[src/rtl/multicore_data_memory_if.sv]
// Per-core request/acknowledge bundle between load/store units and multicore_data_memory.
// Every field is packed per port: port i occupies slice [i*W +: W].
interface multicore_data_memory_if #(
  parameter int NUM_CORES = 4,
  parameter int DATA_W    = 8,
  parameter int ADDR_W    = 7
);
  logic [NUM_CORES-1:0]        core_req;
  logic [NUM_CORES-1:0]        core_we;
  logic [NUM_CORES*ADDR_W-1:0] core_addr;
  logic [NUM_CORES*DATA_W-1:0] core_wdata;
  logic [NUM_CORES*DATA_W-1:0] core_rdata;
  logic [NUM_CORES-1:0]        core_ack;

  modport master (
    output core_req, core_we, core_addr, core_wdata,
    input  core_rdata, core_ack
  );

  modport slave (
    input  core_req, core_we, core_addr, core_wdata,
    output core_rdata, core_ack
  );
endinterface

[src/rtl/multicore_data_memory.sv]
// Multi-port data memory: one private bank per core plus a round-robin shared bank.
// Self-clears every word after reset before accepting accesses.
module multicore_data_memory #(
  parameter int NUM_CORES    = 4,
  parameter int DATA_W       = 8,
  parameter int PRIV_DEPTH   = 64,
  parameter int SHARED_DEPTH = 64,
  parameter int ADDR_W       = $clog2(PRIV_DEPTH) + 1
) (
  input  logic                  clk,
  input  logic                  reset,
  multicore_data_memory_if.slave bus,
  output logic                  ready
);
  localparam int PRIV_W   = ADDR_W - 1;
  localparam int SHR_W    = $clog2(SHARED_DEPTH);
  localparam int INIT_LEN = (PRIV_DEPTH > SHARED_DEPTH) ? PRIV_DEPTH : SHARED_DEPTH;
  localparam int CNT_W    = $clog2(INIT_LEN);
  localparam int PTR_W    = $clog2(NUM_CORES);

  typedef enum logic {INIT, RUN} state_t;

  state_t            state_reg, state_next;
  logic [CNT_W-1:0]  init_cnt_reg, init_cnt_next;
  logic [PTR_W-1:0]  rr_ptr_reg, rr_ptr_next;
  logic              run;
  logic              init_priv;
  logic              init_shr;

  logic [NUM_CORES-1:0] priv_acc;
  logic [NUM_CORES-1:0] shr_req;
  logic [NUM_CORES-1:0] grant;
  logic                 grant_any;
  logic [PTR_W-1:0]     winner;
  logic [PTR_W-1:0]     cand;

  logic [PRIV_W-1:0] priv_idx   [NUM_CORES];
  logic [SHR_W-1:0]  shr_idx    [NUM_CORES];
  logic [DATA_W-1:0] wdata      [NUM_CORES];
  logic [DATA_W-1:0] priv_rd    [NUM_CORES];

  logic [DATA_W-1:0] shr_mem [SHARED_DEPTH];
  logic [SHR_W-1:0]  shr_sel_idx;
  logic [DATA_W-1:0] shr_sel_wdata;
  logic              shr_sel_we;
  logic [DATA_W-1:0] shr_rd;

  assign run       = (state_reg == RUN);
  assign ready     = run;
  // Private banks may be shallower than the init sweep when the shared bank is larger.
  assign init_priv = (32'(init_cnt_reg) < 32'(PRIV_DEPTH));
  assign init_shr  = (32'(init_cnt_reg) < 32'(SHARED_DEPTH));

  always_ff @(posedge clk or negedge reset) begin
    if (!reset) begin
      state_reg    <= INIT;
      init_cnt_reg <= '0;
      rr_ptr_reg   <= '0;
    end else begin
      state_reg    <= state_next;
      init_cnt_reg <= init_cnt_next;
      rr_ptr_reg   <= rr_ptr_next;
    end
  end

  always_comb begin
    state_next    = state_reg;
    init_cnt_next = init_cnt_reg;
    case (state_reg)
      INIT: begin
        init_cnt_next = init_cnt_reg + 1'b1;
        if (init_cnt_reg == CNT_W'(INIT_LEN - 1)) begin
          state_next = RUN;
        end
      end
      RUN: state_next = RUN;
      default: state_next = INIT;
    endcase
  end

  genvar gi;
  generate
    for (gi = 0; gi < NUM_CORES; gi++) begin : g_port
      logic [ADDR_W-1:0] addr;
      logic              is_shr;
      logic [DATA_W-1:0] priv_mem [PRIV_DEPTH];
      logic              ack_reg;
      logic [DATA_W-1:0] rdata_reg;

      assign addr         = bus.core_addr[gi*ADDR_W +: ADDR_W];
      assign wdata[gi]    = bus.core_wdata[gi*DATA_W +: DATA_W];
      assign is_shr       = addr[ADDR_W-1];
      assign priv_idx[gi] = addr[PRIV_W-1:0];
      assign shr_idx[gi]  = addr[SHR_W-1:0];
      assign priv_acc[gi] = run & bus.core_req[gi] & ~is_shr;
      assign shr_req[gi]  = run & bus.core_req[gi] & is_shr;

      always_ff @(posedge clk) begin
        if (!run) begin
          if (init_priv) begin
            priv_mem[init_cnt_reg[PRIV_W-1:0]] <= '0;
          end
        end else if (priv_acc[gi] && bus.core_we[gi]) begin
          priv_mem[priv_idx[gi]] <= wdata[gi];
        end
      end

      assign priv_rd[gi] = priv_mem[priv_idx[gi]];

      // rdata only moves on a read; write acks leave the last read value visible.
      always_ff @(posedge clk or negedge reset) begin
        if (!reset) begin
          ack_reg   <= 1'b0;
          rdata_reg <= '0;
        end else begin
          ack_reg <= priv_acc[gi] | grant[gi];
          if (priv_acc[gi] && !bus.core_we[gi]) begin
            rdata_reg <= priv_rd[gi];
          end else if (grant[gi] && !bus.core_we[gi]) begin
            rdata_reg <= shr_rd;
          end
        end
      end

      assign bus.core_ack[gi]                   = ack_reg;
      assign bus.core_rdata[gi*DATA_W +: DATA_W] = rdata_reg;
    end
  endgenerate

  // Round-robin: first shared requester at or above the pointer, wrapping.
  always_comb begin
    grant       = '0;
    grant_any   = 1'b0;
    winner      = rr_ptr_reg;
    cand        = rr_ptr_reg;
    rr_ptr_next = rr_ptr_reg;
    for (int k = 0; k < NUM_CORES; k++) begin
      cand = PTR_W'((int'(rr_ptr_reg) + k) % NUM_CORES);
      if (!grant_any && shr_req[cand]) begin
        grant_any = 1'b1;
        winner    = cand;
      end
    end
    if (grant_any) begin
      grant[winner] = 1'b1;
      rr_ptr_next   = (winner == PTR_W'(NUM_CORES - 1)) ? '0 : winner + 1'b1;
    end
  end

  assign shr_sel_idx   = shr_idx[winner];
  assign shr_sel_wdata = wdata[winner];
  assign shr_sel_we    = bus.core_we[winner];

  always_ff @(posedge clk) begin
    if (!run) begin
      if (init_shr) begin
        shr_mem[init_cnt_reg[SHR_W-1:0]] <= '0;
      end
    end else if (grant_any && shr_sel_we) begin
      shr_mem[shr_sel_idx] <= shr_sel_wdata;
    end
  end

  assign shr_rd = shr_mem[shr_sel_idx];
endmodule

[src/flat_wrapper.sv]
// flat-port wrapper written by rule: the top's interface ports become plain ports
module multicore_data_memory_flat 
#(
  parameter int NUM_CORES    = 4,
  parameter int DATA_W       = 8,
  parameter int PRIV_DEPTH   = 64,
  parameter int SHARED_DEPTH = 64,
  parameter int ADDR_W       = $clog2(PRIV_DEPTH) + 1
)
  (clk, reset, ready, bus_core_req, bus_core_we, bus_core_addr, bus_core_wdata, bus_core_rdata, bus_core_ack);
  multicore_data_memory_if #(.NUM_CORES(NUM_CORES), .DATA_W(DATA_W), .ADDR_W(ADDR_W)) bus_i ();
  input  logic clk;
  input  logic reset;
  output logic ready;
  input wire logic [$bits(bus_i.core_req)-1:0] bus_core_req;
  input wire logic [$bits(bus_i.core_we)-1:0] bus_core_we;
  input wire logic [$bits(bus_i.core_addr)-1:0] bus_core_addr;
  input wire logic [$bits(bus_i.core_wdata)-1:0] bus_core_wdata;
  output wire logic [$bits(bus_i.core_rdata)-1:0] bus_core_rdata;
  output wire logic [$bits(bus_i.core_ack)-1:0] bus_core_ack;
  assign bus_i.core_req = bus_core_req;
  assign bus_i.core_we = bus_core_we;
  assign bus_i.core_addr = bus_core_addr;
  assign bus_i.core_wdata = bus_core_wdata;
  assign bus_core_rdata = bus_i.core_rdata;
  assign bus_core_ack = bus_i.core_ack;
  multicore_data_memory #(.NUM_CORES(NUM_CORES), .DATA_W(DATA_W), .PRIV_DEPTH(PRIV_DEPTH), .SHARED_DEPTH(SHARED_DEPTH), .ADDR_W(ADDR_W)) u_core (.clk(clk), .reset(reset), .bus(bus_i), .ready(ready));
endmodule
[config.mk]
export PLATFORM = sky130hd
export DESIGN_NAME = multicore_data_memory_flat
export DESIGN_NICKNAME = d
export VERILOG_FILES = /design/src/rtl/multicore_data_memory_if.sv /design/src/rtl/multicore_data_memory.sv /design/src/flat_wrapper.sv
export SDC_FILE = /design/constraint.sdc
export NUM_CORES = 2
export LEC_CHECK = 0
export ABC_AREA = 1
export BUFFER_PORTS_ARGS = -buffer_cell sky130_fd_sc_hd__clkbuf_2
export CAP_MARGIN = 15
export CORE_ASPECT_RATIO = 1.4
export CORE_MARGIN = 2
export CORE_UTILIZATION = 40
export CTS_CLUSTER_SIZE = 30
export DETAILED_ROUTE_END_ITERATION = 10
export GPL_TIMING_DRIVEN = 0
export PLACE_DENSITY = 0.57
export SYNTH_ARGS = -nofsm -noshare
export SYNTH_HDL_FRONTEND = slang
export SYNTH_SLANG_ARGS = --single-unit
[constraint.sdc]
create_clock -name clk -period 5.55 [get_ports clk]
set_input_delay 1.665 -clock clk [delete_from_list [all_inputs] [get_ports clk]]
set_output_delay 1.665 -clock clk [all_outputs]
set_load 0.02 [all_outputs]
==> out/results.ini <==
[final_layout]
stdcell_area_mm2 = 0.123
largest_reg_flops = 2048
fin_cells = 13100
multi_input_area_mm2 = 0.0260
layout_common_cells = edfxtp_1 (2560), nor2_1 (1544), o21ai_0 (1273), nand2_1 (782), nand3_1 (655)
drive_gt1_frac = 0.0978
fillCellCount = 24000
regArea_mm2 = 0.0780
nNetsFinal = 9421
final_common_cell = edfxtp_1
area_growth_pct = 14.7

[sta]
setup_tns_ps = -2460
fin_crit_ps = 5620
setup_slack_ps = -69.2
drv_slew = 0
fmax_mhz = 178
rsz0062_at_grt = true
finalCritPeriodShare = 1.01
setup_viol = 64
holdWs_ps = 485
hold_violations = 0
clock_skew_ps = 56.3
slew-limit-headroom = 0.130
tightestPinTransition_ps = 1300

[clock_network]
clock_tree.root_cell = clkbuf_16
ctsHoldBuffers = 0
clock_latency_ps = 940
cts_tree = done
clk_pin_slew_ps = 70
clock_sinks = 2605
cts_buffers = 245
cts_buffer_depth = 4
h-tree-depth = 4

[synth]
ys.flop_type = edfxtp_1
yosysUniqueCellTypes = 39
synth-seq-area-share = 0.729
synth_edf_count = 2560
yosysWarnings = 0
synth.avg_cell_area_um2 = 12.1
synthesis.area_mm2 = 0.107
syn_nets = 8928
async_reset_ff_frac = 0.0173
synth-seq-cells = 2605
synthCells = 8853

[detailed_routing]
first_pass_iters = 7
postRouteAntennaNets = 0
vias = 77700
wl_per_cell_um = 32.5
wl_mm = 424
remaining_drc_errors = 0
viasPerCell = 5.95
drtIter0Drc = 9642

[pwr]
p_leak_nw = 36.4
power_per_cell_area_mw_per_mm2 = 332
peakVddDrop_v = 0.000296
power.total_mw = 40.7

[placed_design]
place.gp.congestion = 1.06
dpl_cell_area_mm2 = 0.114
dp.cells = 12600
dp_hpwl_mm = 307
portBuffers = 100

[global_routing]
first_global_vias = 74000
grt_pass1_wl_mm = 579
grt_overflow_total = 0
grt_usage = 0.305
antenna_found_initial = 30
grt_max_degree = 49

[setup_path]
start_kind = input port
worstPathArrival_ps = 6160
critPathMaxFanout = 10
cp.required_ps = 6090
worstSetupPathType = input port to flip-flop
critPathCaptureType = flip-flop

[floorplanning]
core_mm2 = 0.266
start_util = 0.402
io_pins = 107
die-width_um = 441
rows = 224
dieArea_mm2 = 0.272
die_h_um = 616

[outcome]
violations = setup timing
run_status = complete, but fails checks

[min_path]
hp-class = flip-flop to flip-flop

[flow_run]
cap_violations = 0

-- stage by stage --
stage	utilization	setup slack [ps]
after floorplan	-	-13.4
after global placement	0.421	-5270
after detailed placement	0.429	-1410
after CTS	0.460	-59.6
after global routing	0.461	-119
final	0.461	-69.2
-- critical path, stage by stage --
cell	delay, ps
clkbuf_2	110
nand3_1	140
nand2_1	110
nand3_1	110
nand2_2	90
nor2_4	160
nand3_2	120
nand2_2	130
nand2_2	90
nand2_1	60
nand2_1	60
nand2_1	490
nand2_2	180
buf_6	210
buf_6	160
o21ai_4	400
nand4_1	990
nor2_2	870
-- layer usage --
layer | track usage | vias to the layer above | routed length [um]
met4 | 0.195 | 26 | 31700
met5 | 0 | - | 177
met2 | 0.511 | 4291 | 207000
li1 | - | 33300 | -
met3 | 0.0535 | 1074 | 33800
met1 | 0.360 | 39000 | 152000
-- repair_timing --
item                                    in CTS  in global routing
gates cloned                                 0                  0
buffers inserted                             0                 11
gates resized for setup                     29                 77
pin swaps                                    0                  3
endpoints found under the hold margin        0                  0
endpoints found under the setup margin     301                735
-- final cells by class --
class / instances / area share
flip-flops and latches: 2605 / 0.636
multi-input cells: 5316 / 0.212
clock buffers: 297 / 0.0520
well taps: 3503 / 0.0357
repair buffers: 246 / 0.0206
plain buffers: 597 / 0.0203
clock inverters: 138 / 0.0129
inverters: 335 / 0.0103
diodes: 13 / 0.000265
-- path summary, 6_finish.rpt --
| kind | from | endpoint | slack (ps) | cells past startpoint |
|---|---|---|---|---|
| worst max register to register | u_core.ready$_DFF_PN0_ | u_core.g_port[1].priv_mem[45][0]$_DFFE_PP_ | -60 | 10 |
| worst min-delay path | u_core.g_port[0].rdata_reg[7]$_DFFE_PN0P_ | u_core.g_port[0].rdata_reg[7]$_DFFE_PN0P_ | 480 | 2 |
| max in group asynchronous | reset | u_core.g_port[0].rdata_reg[3]$_DFFE_PN0P_ | 4420 | 2 |
| worst max-delay path | bus_core_addr[6] | u_core.shr_mem[13][3]$_DFFE_PP_ | -70 | 18 |
| worst min register to register | u_core.g_port[0].rdata_reg[7]$_DFFE_PN0P_ | u_core.g_port[0].rdata_reg[7]$_DFFE_PN0P_ | 480 | 2 |
| min in group asynchronous | reset | u_core.g_port[2].ack_reg$_DFF_PN0_ | 570 | 1 |
-- where the power goes --
group          switching, mW  internal [mW]  leakage, nW
registers                  0           21.3         18.4
logic                   1.79          0.453         14.1
clock network           7.51           9.72         3.87
total                   9.29           31.4         36.4
-- synth_stat cells (all sizes together), types with 4 or more instances --
cell,number,share of area
a21oi,22,0.0011
buf,157,0.0079
clkbuf,440,0.015
clkinv,5,0.00018
dfrtp,45,0.011
edfxtp,2560,0.72
ha,5,0.00058
inv,330,0.012
nand2,789,0.028
nand3,657,0.031
nand3b,80,0.0056
nand4,42,0.0025
nor2,1676,0.059
nor3,10,0.00047
nor4,32,0.0019
o211ai,46,0.0032
o21ai,1294,0.061
o221ai,83,0.0068
o22ai,540,0.032
o31ai,14,0.00098
o32ai,17,0.0014
xor2,4,0.00033
-- kinds of logic (layout without fill, tap and decap cells) --
| logic type | after synthesis | count (layout) | synth area share |
|---|---|---|---|
| adder cells (fa/ha/maj) | 5 | 5 | 0.000585 |
| AO/OA/AOI/OAI | 2019 | 2019 | 0.107 |
| other | 0 | 13 | 0 |
| AND/OR/NAND/NOR | 3287 | 3287 | 0.128 |
| XOR/XNOR | 5 | 5 | 0.000409 |
| flip-flops | 2605 | 2605 | 0.729 |
| buffers and inverters | 932 | 1613 | 0.0351 |
No activity file was read; power rests on OpenSTA's default activity.
